**src/rtl/uart_periph_pkg.sv**
```systemverilog
// Shared constants for the UART peripheral: FSM encodings, status bit indices, bus addresses.
// UART_PARITY_EN adds the PARITY state encoding (8E1 frames).
package uart_periph_pkg;

  typedef enum logic [2:0] {
    ST_IDLE   = 3'd0,
    ST_START  = 3'd1,
    ST_DATA   = 3'd2,
`ifdef UART_PARITY_EN
    ST_PARITY = 3'd3,
`endif
    ST_STOP   = 3'd4
  } uart_state_t;

  localparam int CON_W        = 5;
  localparam int CON_RX_VALID = 0;
  localparam int CON_TX_BUSY  = 1;
  localparam int CON_TX_DONE  = 2;
  localparam int CON_RX_OVR   = 3;
  localparam int CON_RX_FERR  = 4;

  localparam logic [31:0] ADDR_TXD = 32'h4000_0018;
  localparam logic [31:0] ADDR_RXD = 32'h4000_001C;
  localparam logic [31:0] ADDR_CON = 32'h4000_0020;

  // Bit period in clocks, floored at 4 so the half-bit start check stays meaningful.
  function automatic int calc_cpb(input int clk_freq, input int baud);
    return ((clk_freq / baud) < 4) ? 4 : (clk_freq / baud);
  endfunction

endpackage

```
**src/rtl/uart_periph_if.sv**
```systemverilog
// CPU-side register bus of the UART: TXD write strobe, RXD/CON read strobes and read data.
interface uart_periph_if;
  logic [7:0] tx_data;
  logic       tx_start;
  logic       rx_read;
  logic       con_read;
  logic [7:0] rx_data;
  logic [4:0] uart_con;

  modport master (output tx_data, tx_start, rx_read, con_read,
                  input  rx_data, uart_con);
  modport slave  (input  tx_data, tx_start, rx_read, con_read,
                  output rx_data, uart_con);
endinterface

```
**src/rtl/uart_periph_rx_core.sv**
```systemverilog
// UART receiver: 2-FF synchronizer, RX FSM and mid-bit sampling counter.
// Emits one-cycle good/frame-error pulses; holds the RXD register. UART_PARITY_EN adds a parity check.
module uart_rx_core
  import uart_periph_pkg::*;
#(
  parameter int CPB = 10
) (
  input  logic       clk,
  input  logic       reset,
  input  logic       i_rx,
  output logic [7:0] o_rx_data,
  output logic       o_rx_good,
  output logic       o_rx_ferr
);

  localparam int CW = $clog2(CPB);
  localparam logic [CW-1:0] LAST = CW'(CPB - 1);
  localparam logic [CW-1:0] HALF = CW'(CPB / 2 - 1);

  logic            r_sync1, r_sync2;
  uart_state_t     r_state;
  logic [CW-1:0]   r_cnt;
  logic [2:0]      r_bit;
  logic [7:0]      r_shift;
  logic            w_stop_ok;

`ifdef UART_PARITY_EN
  logic            r_par_err;
  assign w_stop_ok = r_sync2 && !r_par_err;
`else
  assign w_stop_ok = r_sync2;
`endif

  always_ff @(posedge clk or posedge reset) begin
    if (reset) begin
      r_sync1   <= 1'b1;
      r_sync2   <= 1'b1;
      r_state   <= ST_IDLE;
      r_cnt     <= '0;
      r_bit     <= '0;
      r_shift   <= '0;
      o_rx_data <= '0;
      o_rx_good <= 1'b0;
      o_rx_ferr <= 1'b0;
`ifdef UART_PARITY_EN
      r_par_err <= 1'b0;
`endif
    end else begin
      r_sync1   <= i_rx;
      r_sync2   <= r_sync1;
      o_rx_good <= 1'b0;
      o_rx_ferr <= 1'b0;
      case (r_state)
        ST_IDLE: begin
          r_cnt <= '0;
          r_bit <= '0;
          if (!r_sync2) r_state <= ST_START;
        end
        // Half-bit recheck rejects short glitches without flagging anything.
        ST_START: begin
          if (r_cnt == HALF) begin
            r_cnt   <= '0;
            r_state <= r_sync2 ? ST_IDLE : ST_DATA;
          end else begin
            r_cnt <= r_cnt + 1'b1;
          end
        end
        ST_DATA: begin
          if (r_cnt == LAST) begin
            r_cnt   <= '0;
            r_shift <= {r_sync2, r_shift[7:1]};
            r_bit   <= r_bit + 1'b1;
`ifdef UART_PARITY_EN
            if (r_bit == 3'd7) r_state <= ST_PARITY;
`else
            if (r_bit == 3'd7) r_state <= ST_STOP;
`endif
          end else begin
            r_cnt <= r_cnt + 1'b1;
          end
        end
`ifdef UART_PARITY_EN
        ST_PARITY: begin
          if (r_cnt == LAST) begin
            r_cnt     <= '0;
            r_par_err <= (r_sync2 != ^r_shift);
            r_state   <= ST_STOP;
          end else begin
            r_cnt <= r_cnt + 1'b1;
          end
        end
`endif
        // Leave right after the mid-bit stop sample so the next start edge is caught early.
        ST_STOP: begin
          if (r_cnt == LAST) begin
            r_cnt   <= '0;
            r_state <= ST_IDLE;
            if (w_stop_ok) begin
              o_rx_data <= r_shift;
              o_rx_good <= 1'b1;
            end else begin
              o_rx_ferr <= 1'b1;
            end
          end else begin
            r_cnt <= r_cnt + 1'b1;
          end
        end
        default: r_state <= ST_IDLE;
      endcase
    end
  end

endmodule

```
**src/rtl/uart_periph.sv**
```systemverilog
// UART peripheral top: TX FSM, CON status register, and the uart_rx_core receiver.
// Frame is 8N1 by default; defining UART_PARITY_EN makes it 8E1.
module uart_periph
  import uart_periph_pkg::*;
#(
  parameter int CLK_FREQ = 100000000,
  parameter int BAUD     = 9600
) (
  input  logic          clk,
  input  logic          reset,
  input  logic          uart_rx,
  output logic          uart_tx,
  uart_periph_if.slave  bus
);

  localparam int CPB = calc_cpb(CLK_FREQ, BAUD);
  localparam int CW  = $clog2(CPB);
  localparam logic [CW-1:0] LAST = CW'(CPB - 1);

  uart_state_t      r_tx_state;
  logic [CW-1:0]    r_tx_cnt;
  logic [2:0]       r_tx_bit;
  logic [7:0]       r_tx_shift;
  logic             r_tx_par;
  logic             r_tx;
  logic             r_tx_busy;
  logic             r_rx_valid, r_tx_done, r_rx_ovr, r_rx_ferr;
  logic             w_tx_end;
  logic             w_rx_good, w_rx_ferr;
  logic [7:0]       w_rx_data;
  logic [CON_W-1:0] w_con;

  assign w_tx_end = (r_tx_state == ST_STOP) && (r_tx_cnt == LAST);

  always_ff @(posedge clk or posedge reset) begin
    if (reset) begin
      r_tx_state <= ST_IDLE;
      r_tx_cnt   <= '0;
      r_tx_bit   <= '0;
      r_tx_shift <= '0;
      r_tx_par   <= 1'b0;
      r_tx       <= 1'b1;
      r_tx_busy  <= 1'b0;
    end else begin
      case (r_tx_state)
        // A strobe outside IDLE never reaches here, so bytes written while busy are dropped.
        ST_IDLE: begin
          if (bus.tx_start) begin
            r_tx_shift <= bus.tx_data;
            r_tx_par   <= ^bus.tx_data;
            r_tx_busy  <= 1'b1;
            r_tx       <= 1'b0;
            r_tx_cnt   <= '0;
            r_tx_bit   <= '0;
            r_tx_state <= ST_START;
          end
        end
        ST_START: begin
          if (r_tx_cnt == LAST) begin
            r_tx_cnt   <= '0;
            r_tx       <= r_tx_shift[0];
            r_tx_state <= ST_DATA;
          end else begin
            r_tx_cnt <= r_tx_cnt + 1'b1;
          end
        end
        ST_DATA: begin
          if (r_tx_cnt == LAST) begin
            r_tx_cnt   <= '0;
            r_tx_bit   <= r_tx_bit + 1'b1;
            r_tx_shift <= r_tx_shift >> 1;
            if (r_tx_bit == 3'd7) begin
`ifdef UART_PARITY_EN
              r_tx       <= r_tx_par;
              r_tx_state <= ST_PARITY;
`else
              r_tx       <= 1'b1;
              r_tx_state <= ST_STOP;
`endif
            end else begin
              r_tx <= r_tx_shift[1];
            end
          end else begin
            r_tx_cnt <= r_tx_cnt + 1'b1;
          end
        end
`ifdef UART_PARITY_EN
        ST_PARITY: begin
          if (r_tx_cnt == LAST) begin
            r_tx_cnt   <= '0;
            r_tx       <= 1'b1;
            r_tx_state <= ST_STOP;
          end else begin
            r_tx_cnt <= r_tx_cnt + 1'b1;
          end
        end
`endif
        ST_STOP: begin
          if (w_tx_end) begin
            r_tx_cnt   <= '0;
            r_tx_busy  <= 1'b0;
            r_tx_state <= ST_IDLE;
          end else begin
            r_tx_cnt <= r_tx_cnt + 1'b1;
          end
        end
        default: r_tx_state <= ST_IDLE;
      endcase
    end
  end

  // Status flags: a set event beats a same-cycle read clear.
  always_ff @(posedge clk or posedge reset) begin
    if (reset) begin
      r_rx_valid <= 1'b0;
      r_tx_done  <= 1'b0;
      r_rx_ovr   <= 1'b0;
      r_rx_ferr  <= 1'b0;
    end else begin
      if (w_rx_good)                   r_rx_valid <= 1'b1;
      else if (bus.rx_read)            r_rx_valid <= 1'b0;
      if (w_rx_good && r_rx_valid)     r_rx_ovr   <= 1'b1;
      else if (bus.con_read)           r_rx_ovr   <= 1'b0;
      if (w_rx_ferr)                   r_rx_ferr  <= 1'b1;
      else if (bus.con_read)           r_rx_ferr  <= 1'b0;
      if (w_tx_end)                    r_tx_done  <= 1'b1;
      else if (bus.con_read)           r_tx_done  <= 1'b0;
    end
  end

  always_comb begin
    w_con               = '0;
    w_con[CON_RX_VALID] = r_rx_valid;
    w_con[CON_TX_BUSY]  = r_tx_busy;
    w_con[CON_TX_DONE]  = r_tx_done;
    w_con[CON_RX_OVR]   = r_rx_ovr;
    w_con[CON_RX_FERR]  = r_rx_ferr;
  end

  assign uart_tx      = r_tx;
  assign bus.uart_con = w_con;
  assign bus.rx_data  = w_rx_data;

  uart_rx_core #(.CPB(CPB)) u_rx (
    .clk       (clk),
    .reset     (reset),
    .i_rx      (uart_rx),
    .o_rx_data (w_rx_data),
    .o_rx_good (w_rx_good),
    .o_rx_ferr (w_rx_ferr)
  );

endmodule

```
**src/flat_wrapper.sv**
```systemverilog
// flat-port wrapper written by rule: the top's interface ports become plain ports
module uart_periph_flat import uart_periph_pkg::*;
#(
  parameter int CLK_FREQ = 100000000,
  parameter int BAUD     = 9600
)
  (clk, reset, uart_rx, uart_tx, bus_tx_data, bus_tx_start, bus_rx_read, bus_con_read, bus_rx_data, bus_uart_con);
  uart_periph_if bus_i ();
  input  logic clk;
  input  logic reset;
  input  logic uart_rx;
  output logic uart_tx;
  input wire logic [$bits(bus_i.tx_data)-1:0] bus_tx_data;
  input wire logic [$bits(bus_i.tx_start)-1:0] bus_tx_start;
  input wire logic [$bits(bus_i.rx_read)-1:0] bus_rx_read;
  input wire logic [$bits(bus_i.con_read)-1:0] bus_con_read;
  output wire logic [$bits(bus_i.rx_data)-1:0] bus_rx_data;
  output wire logic [$bits(bus_i.uart_con)-1:0] bus_uart_con;
  assign bus_i.tx_data = bus_tx_data;
  assign bus_i.tx_start = bus_tx_start;
  assign bus_i.rx_read = bus_rx_read;
  assign bus_i.con_read = bus_con_read;
  assign bus_rx_data = bus_i.rx_data;
  assign bus_uart_con = bus_i.uart_con;
  uart_periph #(.CLK_FREQ(CLK_FREQ), .BAUD(BAUD)) u_core (.clk(clk), .reset(reset), .uart_rx(uart_rx), .uart_tx(uart_tx), .bus(bus_i));
endmodule
```
**config.mk**
```make
export PLATFORM = sky130hd
export DESIGN_NAME = uart_periph_flat
export DESIGN_NICKNAME = d
export VERILOG_FILES = /design/src/rtl/uart_periph_pkg.sv /design/src/rtl/uart_periph_if.sv /design/src/rtl/uart_periph_rx_core.sv /design/src/rtl/uart_periph.sv /design/src/flat_wrapper.sv
export SDC_FILE = /design/constraint.sdc
export NUM_CORES = 1
export LEC_CHECK = 0
export CORE_AREA = 2 2 80 82
export DETAILED_ROUTE_END_ITERATION = 10
export DIE_AREA = 0 0 82 84
export DONT_BUFFER_PORTS = 1
export PLACE_DENSITY = 0.78
export SETUP_SLACK_MARGIN = 0.3
export SYNTH_ARGS = -nofsm -noshare
export SYNTH_HDL_FRONTEND = slang
export SYNTH_SLANG_ARGS = --single-unit
export TNS_END_PERCENT = 50
```
**constraint.sdc**
```tcl
create_clock -name clk -period 3.02 [get_ports clk]
set_clock_uncertainty 0.1 [all_clocks]
set_input_delay 0.604 -clock clk [delete_from_list [all_inputs] [get_ports clk]]
set_output_delay 0.604 -clock clk [all_outputs]
set_load 0.02 [all_outputs]
```
==> flow_summary.json, run 1 <==
{
  "cp-end-kind": "flop",
  "synth_cell_type_count": 51,
  "synth_edf_count": 0,
  "worst-slew-pin-transition_ps": 766,
  "cp-start-kind": "flop",
  "synth-seq-cells": 74,
  "slowest_delay_ps": 500,
  "die_w_um": 82,
  "dr.pass1.iters": 4,
  "synth_top_area_share": 0.478,
  "p_leak_nw": 1.78,
  "post_cts_buffers": 0,
  "htree_levels": 3,
  "gp_congestion": 0.808,
  "mostFrequentLayoutCells": "dfrtp_1 (71), nor2_1 (39), nand2_1 (32)",
  "wl_met2_mm": 3.21,
  "finalInstanceArea_mm2": 0.00392,
  "power_density_mw_per_mm2": 540,
  "rows": 29,
  "cp_slowest_cell": "dfrtp_1",
  "grt_antenna_before_repair": 0,
  "core_area_mm2": 0.00610,
  "gr-total-overflow": 0,
  "grt_pass1_vias": 2389,
  "fmax_mhz": 453,
  "syn_area_per_cell_um2": 10.3,
  "cts_buffers": 9,
  "clkSlewWorstSetupHoldPaths_ps": 80,
  "ys_seq_area_frac": 0.499,
  "synth_area_leaders": "dfrtp_1 (48%), mux2_2 (4.9%), nor2_1 (3.9%), nand2_1 (3.2%), xnor2_1 (3.1%)",
  "grt_max_degree": 43,
  "crit_type": "flop to flop",
  "cts_resized": 0,
  "antenna_cells": 0,
  "crit_chain": "o21ai_1 -> nand3_1 -> nor4_1 -> xnor2_1 -> nor2_1",
  "io_buffers": 0,
  "drtIter0Drc": 183,
  "synth_nets": 381,
  "ctsHoldBuffers": 0,
  "drv_slew": 0,
  "ios": 28,
  "area_growth_pct": 5.56,
  "cts_buffer_depth": 2,
  "ys_warn_count": 0,
  "syn_area_mm2": 0.00371,
  "finalHoldViolations": 0,
  "crit_required_ps": 3140,
  "vias_per_cell": 5.91,
  "drive_gt1_frac": 0.127,
  "routed_wl_mm": 6.63,
  "path_max_fanout": 14,
  "die-height_um": 84,
  "cts-root-buf": "clkbuf_8",
  "num_vias": 2547,
  "postRouteAntennaNets": 0,
  "place_area_mm2": 0.00371,
  "met1_length_mm": 3.13,
  "setup-violations-final": 0,
  "hold_path_class": "primary input to asynchronous set/reset pin",
  "post-dp-hpwl_mm": 4.46,
  "rsz0062_at_grt": "false",
  "final_cells": 431,
  "routed.top_layer": "met4",
  "synth_flop_cell": "dfrtp_1",
  "clock_latency_ps": 340,
  "crit_arrival_ps": 2330,
  "final_common_cell": "dfrtp_1",
  "clock-sinks": 74,
  "status": "complete, no violations",
  "grt_pass1_wl_mm": 11.2,
  "r2r_slack_ps": 810,
  "slew-limit-headroom": 0.490,
  "syn-instance-count": 359,
  "cap_violations": 0,
  "post_drt_wl_per_cell_um": 15.4,
  "dp.cells": 415,
  "drc_errors": 0,
  "cts_tree": "yes",
  "nets": 371,
  "grtUsageTotal": 0.209,
  "die-area_mm2": 0.00689,
  "holdWs_ps": 156,
  "async_flop_share": 1.00,
  "tns_ps": 0,
  "peakVddDrop_mv": 0.390,
  "wl_met3_um": 208,
  "synth_top_cell_by_area": "dfrtp_1",
  "initial_utilization": 0.609,
  "fin_crit_sh": 0.731,
  "period_minus_slack_ps": 2210
}
==> path summary, 6_finish.rpt <==
kind                                       end                 start  cells past startpoint
max in group asynchronous  u_core.u_rx.r_sync1                 reset                      2
max reg2reg                u_core.r_tx_cnt[13]  u_core.r_tx_state[0]                      5
min reg2reg                u_core.u_rx.r_sync2   u_core.u_rx.r_sync1                      0
min in group clk           u_core.u_rx.r_sync1               uart_rx                      0
min                        u_core.r_tx_cnt[10]                 reset                      1
max                        u_core.r_tx_cnt[13]  u_core.r_tx_state[0]                      5
==> synthesized netlist by cell type (all sizes together) (9+ instances only) <==
| cell type | instances |
|---|---|
| a21oi | 10 |
| a22o | 11 |
| buf | 14 |
| clkbuf | 10 |
| dfrtp | 71 |
| mux2 | 16 |
| mux2i | 9 |
| nand2 | 32 |
| nand3 | 16 |
| nor2 | 40 |
| nor3 | 9 |
| o21ai | 19 |
| xnor2 | 13 |
==> worst max-delay path: cells and delay by family, from the launching register on <==
family / cells / cell delay, ps
xor+xnor: 1 / 170
flops: 1 / 500
simple gates: 3 / 1050
compound gates: 1 / 260
==> flip-flops by register name, indices dropped and copies added, names as in the netlist <==
signal,flops
u_core.u_rx.r_state,3
u_core.r_tx_state,3
u_core.u_rx.r_sync1,1
u_core.r_tx_cnt,14
u_core.r_tx_shift,8
u_core.u_rx.r_bit,3
u_core.u_rx.r_sync2,1
u_core.uart_tx,1
u_core.u_rx.o_rx_data,8
u_core.r_tx_bit,3
u_core.r_rx_ferr,1
u_core.r_rx_valid,1
u_core.r_tx_done,1
u_core.r_tx_busy,1
u_core.r_rx_ovr,1
u_core.u_rx.r_shift,8
u_core.u_rx.r_cnt,14
u_core.u_rx.o_rx_good,1
u_core.u_rx.o_rx_ferr,1
==> logic make-up after synthesis <==
logic type	share of synthesized area
multiplexers	0.0728
buffers and inverters	0.0445
AO/OA/AOI/OAI	0.122
adder cells (fa/ha/maj)	0.0269
AND/OR/NAND/NOR	0.199
XOR/XNOR	0.0354
flip-flops	0.499
==> metal layers <==
layer	vias to the layer above	global-route usage
met5	-	0
met4	0	0.0864
met3	14	0.0411
met2	46	0.324
met1	1242	0.286
li1	1245	-
==> per-stage QoR <==
| step | setup slack (ps) | util | total power (W) |
|---|---|---|---|
| after floorplan | 439 | - | 0.00127 |
| after global placement | 900 | 0.609 | 0.00130 |
| after detailed placement | 828 | 0.609 | 0.00131 |
| after CTS | 827 | 0.643 | 0.00214 |
| after global routing | 622 | 0.643 | 0.00222 |
| final | 813 | 0.643 | 0.00212 |
==> area by class of cell <==
type                       instances  area (um^2)
clock inverter                     5         78.8
tap                               77         96.3
clock buffer                      11          131
timing repair buffer               3         35.0
fill                             476         2170
sequential                        74         1860
inverter                           8         30.0
multi-input combinational        253         1690
==> where the power goes <==
| part | leakage, nW | switching (W) | internal (W) |
|---|---|---|---|
| clock | 0.107 | 0.000361 | 0.000465 |
| combinational | 0.697 | 0.0000923 | 0.0000771 |
| sequential | 0.974 | 0.0000694 | 0.00105 |
Note: power is estimated with default switching activity, not from simulation.
==> inputs of run 2 (changes only) <==
CORE_AREA = 2 2 84 86   (was 2 2 80 82)
DIE_AREA = 0 0 86 88   (was 0 0 82 84)
PLACE_DENSITY = 0.74   (was 0.78)
clock period = 2 ns   (was 3.02 ns; I/O delays follow)
==> run 2 against run 1 <==
Effect of this change:
- hold slack worse by 110 ps
- power is 56% higher
- sequential power grew 51%
- count of clock-buffer cells in the layout down 2
- via count rose by 14%
- clock power up 49%
==> flow_summary.json, run 2 (synthesized netlist as in run 1, its figures left out) <==
{
  "status": "complete, no violations",
  "drtIter0Drc": 159,
  "p_leak_nw": 2.08,
  "area_growth_pct": 24.3,
  "antenna_cells": 0,
  "drv_slew": 0,
  "holdPathStages": 1,
  "final_cells": 485,
  "clkSlewWorstSetupHoldPaths_ps": 80,
  "regArea_mm2": 0.00186,
  "slew-limit-headroom": 0.672,
  "cp-end-kind": "flop",
  "ios": 28,
  "clock_latency_ps": 360,
  "post_drt_wl_per_cell_um": 17.3,
  "core_area_mm2": 0.00664,
  "postRouteAntennaNets": 0,
  "crit_required_ps": 2140,
  "post-dp-hpwl_mm": 5.17,
  "grt_max_degree": 35,
  "cp_common_cell": "a21oi_1",
  "crit_arrival_ps": 2120,
  "worstHoldStart": "bus_con_read",
  "hold_path_class": "primary input to flop",
  "multi_input_area_mm2": 0.00189,
  "dr.pass1.iters": 4,
  "grt_use_met3": 0.0396,
  "rr_worst_depth": 7,
  "grt_pass1_vias": 2834,
  "htree_levels": 3,
  "rows": 30,
  "cts_buffers": 9,
  "rsz0062_at_grt": "true",
  "pre_cts_slack_ps": 7.66,
  "setup-violations-final": 0,
  "dp.cells": 444,
  "crit_type": "flop to flop",
  "fin_crit_sh": 0.992,
  "final_common_cell": "dfrtp_1",
  "initial_utilization": 0.559,
  "io_buffers": 0,
  "slowest_delay_ps": 550,
  "reg_top3": "u_core.r_tx_cnt: 14 flops, u_core.u_rx.r_cnt: 14 flops",
  "gr-total-overflow": 0,
  "nFillCells": 447,
  "met1_usage": 0.292,
  "fmax_mhz": 504,
  "grtUsageTotal": 0.230,
  "met2_usage": 0.384,
  "cts-root-buf": "clkbuf_8",
  "gp_congestion": 0.834,
  "r2r_start": "u_core.r_tx_cnt[9]",
  "nets": 422,
  "worst_slack_ps": 15.5,
  "crit_path_start": "u_core.r_tx_cnt[9]",
  "tns_ps": 0,
  "cap_violations": 0,
  "die-height_um": 88,
  "cts_tree": "yes",
  "path_max_fanout": 8,
  "vias_per_cell": 5.97,
  "num_vias": 2896,
  "drive_gt1_frac": 0.301,
  "cp_slowest_cell": "or4_4",
  "crit_chain": "or4_4 -> nor4_4 -> buf_6 -> buf_8 -> a21oi_1 -> a21oi_1 -> nor2_1",
  "peakVddDrop_mv": 0.395,
  "utilization": 0.695,
  "grt_antenna_before_repair": 0,
  "die_w_um": 86,
  "cts_buffer_depth": 2,
  "routed_wl_mm": 8.39,
  "finalHoldViolations": 0,
  "mostFrequentLayoutCells": "dfrtp_1 (71), buf_4 (36), nand2_1 (30)",
  "period_minus_slack_ps": 1980,
  "busiest_layer": "met2",
  "die-area_mm2": 0.00757,
  "cp-start-kind": "flop",
  "grt_pass1_wl_mm": 13.6,
  "drc_errors": 0,
  "worst-slew-pin-transition_ps": 491,
  "clock-sinks": 74,
  "power_density_mw_per_mm2": 714
}
-- run 2: cell types whose count changed in the layout (fill, tap and decap cells not counted), moves of 3 or more --
cell       before  now
clkbuf_16       0    3
buf_6           0    6
a21oi_4         0    3
buf_12          1    4
nor2_2          0    6
nor2_4          1   10
buf_4           2   36
nor2_1         39   24
inv_6           0    3
-- run 2: metrics by stage --
stage	hold WS [ps]	instance area [um^2]	power [W]
after floorplan	245	3720	0.00191
after global placement	215	3950	0.00197
after detailed placement	215	3950	0.00199
after CTS	37.3	4410	0.00324
after global routing	41.9	4620	0.00345
final	41.7	4620	0.00330
-- run 2: cell type report --
| class | instances | area share |
|---|---|---|
| Clock inverter | 7 | 0.0182 |
| Timing Repair Buffer | 52 | 0.114 |
| Multi-Input combinational cell | 255 | 0.410 |
| Clock buffer | 9 | 0.0268 |
| Tap cell | 80 | 0.0217 |
| Sequential cell | 74 | 0.402 |
| Inverter | 8 | 0.00732 |
-- run 2: final timing paths --
check                      slack (ps)                  endpoint
max                                20      u_core.r_tx_state[1]
min                                40          u_core.r_tx_done
max reg2reg                        20      u_core.r_tx_state[1]
min reg2reg                       260       u_core.u_rx.r_sync2
max in group asynchronous         690            u_core.uart_tx
min in group asynchronous         440  u_core.u_rx.o_rx_data[0]
-- run 2: power by group --
group          total, W  switching [W]  internal (W)
logic          0.000376       0.000187      0.000188
clock network   0.00123       0.000627      0.000600
registers       0.00169       0.000104       0.00159
total           0.00330       0.000919       0.00238
-- run 2: metal layers --
metal	vias up	routed length [um]
met5	-	0
met4	0	267
met3	26	328
met2	74	4290
met1	1442	3500
li1	1354	-
-- run 2: worst max-delay path, delay by kind of cell, from the launching register on --
kind,cells,cell delay (ps)
DFF,1,390
buffers and inverters,2,300
AOI/OAI and AO/OA,2,300
and+or+nand+nor,3,780
-- run 2: timing repair --
item	4_1_cts	5_1_grt
hold buffers	2	0
cloned	2	3
setup endpoints to repair	67	68
pin swaps	17	19
endpoints found under the hold margin	18	0
resized for setup	22	31
buffers inserted	15	3
==> inputs of run 3 (changes only) <==
CORE_AREA = 2 2 61 120   (was 2 2 84 86)
CTS_CLUSTER_SIZE = 28   (was default)
DIE_AREA = 0 0 63 122   (was 0 0 86 88)
PLACE_DENSITY = 0.73   (was 0.74)
==> run 3 against run 2 <==
Effect of this change:
- global-route usage decreased by 0.099 points
- sequential cell count unchanged
- final cell count increased by 2.7%
- first-iteration DRC count increased by 21%
- die area increased by 1.6%
- worst setup slack improved by 52 ps
- sequential power about the same
- critical path type unchanged
- critical endpoint is now u_core.u_rx.r_cnt[8]
- largest cell class unchanged
==> flow_summary.json, run 3 (synthesized netlist as in run 1, its figures left out) <==
{
  "status": "complete, no violations",
  "fin_crit_sh": 0.966,
  "num_vias": 2967,
  "ios": 28,
  "gp_congestion": 0.861,
  "met1_usage": 0.286,
  "grt_pass1_wl_mm": 13.8,
  "crit_type": "flop to flop",
  "hold_path_class": "primary input to flop",
  "crit_required_ps": 2120,
  "cts_tree": "yes",
  "die-area_mm2": 0.00769,
  "clock-sinks": 74,
  "p_leak_nw": 2.12,
  "drtIter0Drc": 193,
  "routed_wl_mm": 8.83,
  "antenna_cells": 0,
  "rsz0062_at_grt": "true",
  "core_area_mm2": 0.00683,
  "postRouteAntennaNets": 0,
  "mostFrequentLayoutCells": "dfrtp_1 (67), buf_4 (34), nand2_1 (30)",
  "grt_pass1_vias": 2885,
  "met2_usage": 0.386,
  "final_cells": 498,
  "finalHoldViolations": 0,
  "power_density_mw_per_mm2": 835,
  "dr.pass1.iters": 4,
  "cp-end-kind": "flop",
  "grtUsageTotal": 0.229,
  "setup-violations-final": 0,
  "dp.cells": 446,
  "peakVddDrop_mv": 0.763,
  "slew-limit-headroom": 0.580,
  "area_growth_pct": 28.1,
  "rows": 43,
  "gr-total-overflow": 0,
  "io_buffers": 0,
  "regArea_mm2": 0.00186,
  "fmax_mhz": 517,
  "drv_slew": 0,
  "die_w_um": 63,
  "drc_errors": 0,
  "power_w": 0.00398,
  "path_max_fanout": 8,
  "cts-root-buf": "clkbuf_16",
  "cp-start-kind": "flop",
  "cap_violations": 0,
  "period_minus_slack_ps": 1930,
  "cts_buffer_depth": 2,
  "crit_arrival_ps": 2050,
  "initial_utilization": 0.544,
  "nFillCells": 471,
  "clkSlewWorstSetupHoldPaths_ps": 60,
  "cts_buffers": 9,
  "post-dp-hpwl_mm": 4.94,
  "die-height_um": 122,
  "reg_top3": "u_core.r_tx_cnt: 14 flops, u_core.u_rx.r_cnt: 14 flops",
  "multi_input_area_mm2": 0.00191,
  "htree_levels": 3,
  "final_common_cell": "dfrtp_1",
  "tns_ps": 0,
  "vias_per_cell": 5.96,
  "worst-slew-pin-transition_ps": 628,
  "grt_antenna_before_repair": 0,
  "nets": 425,
  "clock_latency_ps": 330,
  "grt_max_degree": 38,
  "post_drt_wl_per_cell_um": 17.7,
  "drive_gt1_frac": 0.343,
  "grt_use_met3": 0.0443,
  "busiest_layer": "met2"
}
run 3: power by group:
part	switching, W	internal [W]
clock	0.000626	0.00122
combinational	0.000196	0.000223
sequential	0.000113	0.00159
run 3: worst max-delay path, stage by stage, from the launching register on:
cell and delay, ps:
dfrtp_2 460, nor4b_2 300, nand4_1 220, o2bb2ai_4 230
buf_6 150, a21o_1 150, a32o_1 190
run 3: path summary, 6_finish.rpt:
path / slack, ps / from / endpoint / cells past startpoint
max: 70 / u_core.u_rx.r_cnt[3] / u_core.u_rx.r_cnt[8] / 6
min: 70 / bus_con_read / u_core.r_tx_done / 1
max reg2reg: 70 / u_core.u_rx.r_cnt[3] / u_core.u_rx.r_cnt[8] / 6
min reg2reg: 260 / u_core.u_rx.r_sync1 / u_core.u_rx.r_sync2 / 0
max in group asynchronous: 690 / reset / u_core.u_rx.r_sync1 / 3
min in group asynchronous: 500 / reset / u_core.u_rx.r_shift[2] / 2
run 3: final cells by class:
type / count / share of cell area
multi-input combinational: 255 / 0.401
sequential: 74 / 0.391
timing repair buffer: 55 / 0.105
clock buffer: 10 / 0.0481
clock inverter: 6 / 0.0242
tap: 90 / 0.0237
inverter: 8 / 0.00710
run 3: metal layers:
metal	share of wire	vias to the layer above
li1	-	1360
met1	0.40	1489
met2	0.52	99
met3	0.052	19
met4	0.023	0
met5	0	-
run 3: timing repair:
item                       in CTS  in global routing
gates resized for setup        34                 38
gates cloned                    1                  2
hold buffers                    2                  0
setup endpoints to repair      66                 65
pin swaps                      25                 17
hold endpoints to repair       22                  0
buffers inserted               16                 15
run 3: stage by stage:
step / area, um^2 / util / hold WS (ps) / worst slack [ps]
2_1_floorplan: 3720 / - / 245 / 72.5
3_3_place_gp: 3880 / 0.568 / 237 / 0.827
3_5_place_dp: 3880 / 0.568 / 248 / -59.6
4_1_cts: 4490 / 0.657 / 56.3 / 39.0
5_1_grt: 4760 / 0.696 / 59.1 / -4.89
6_report: 4760 / 0.696 / 65.7 / 67.6
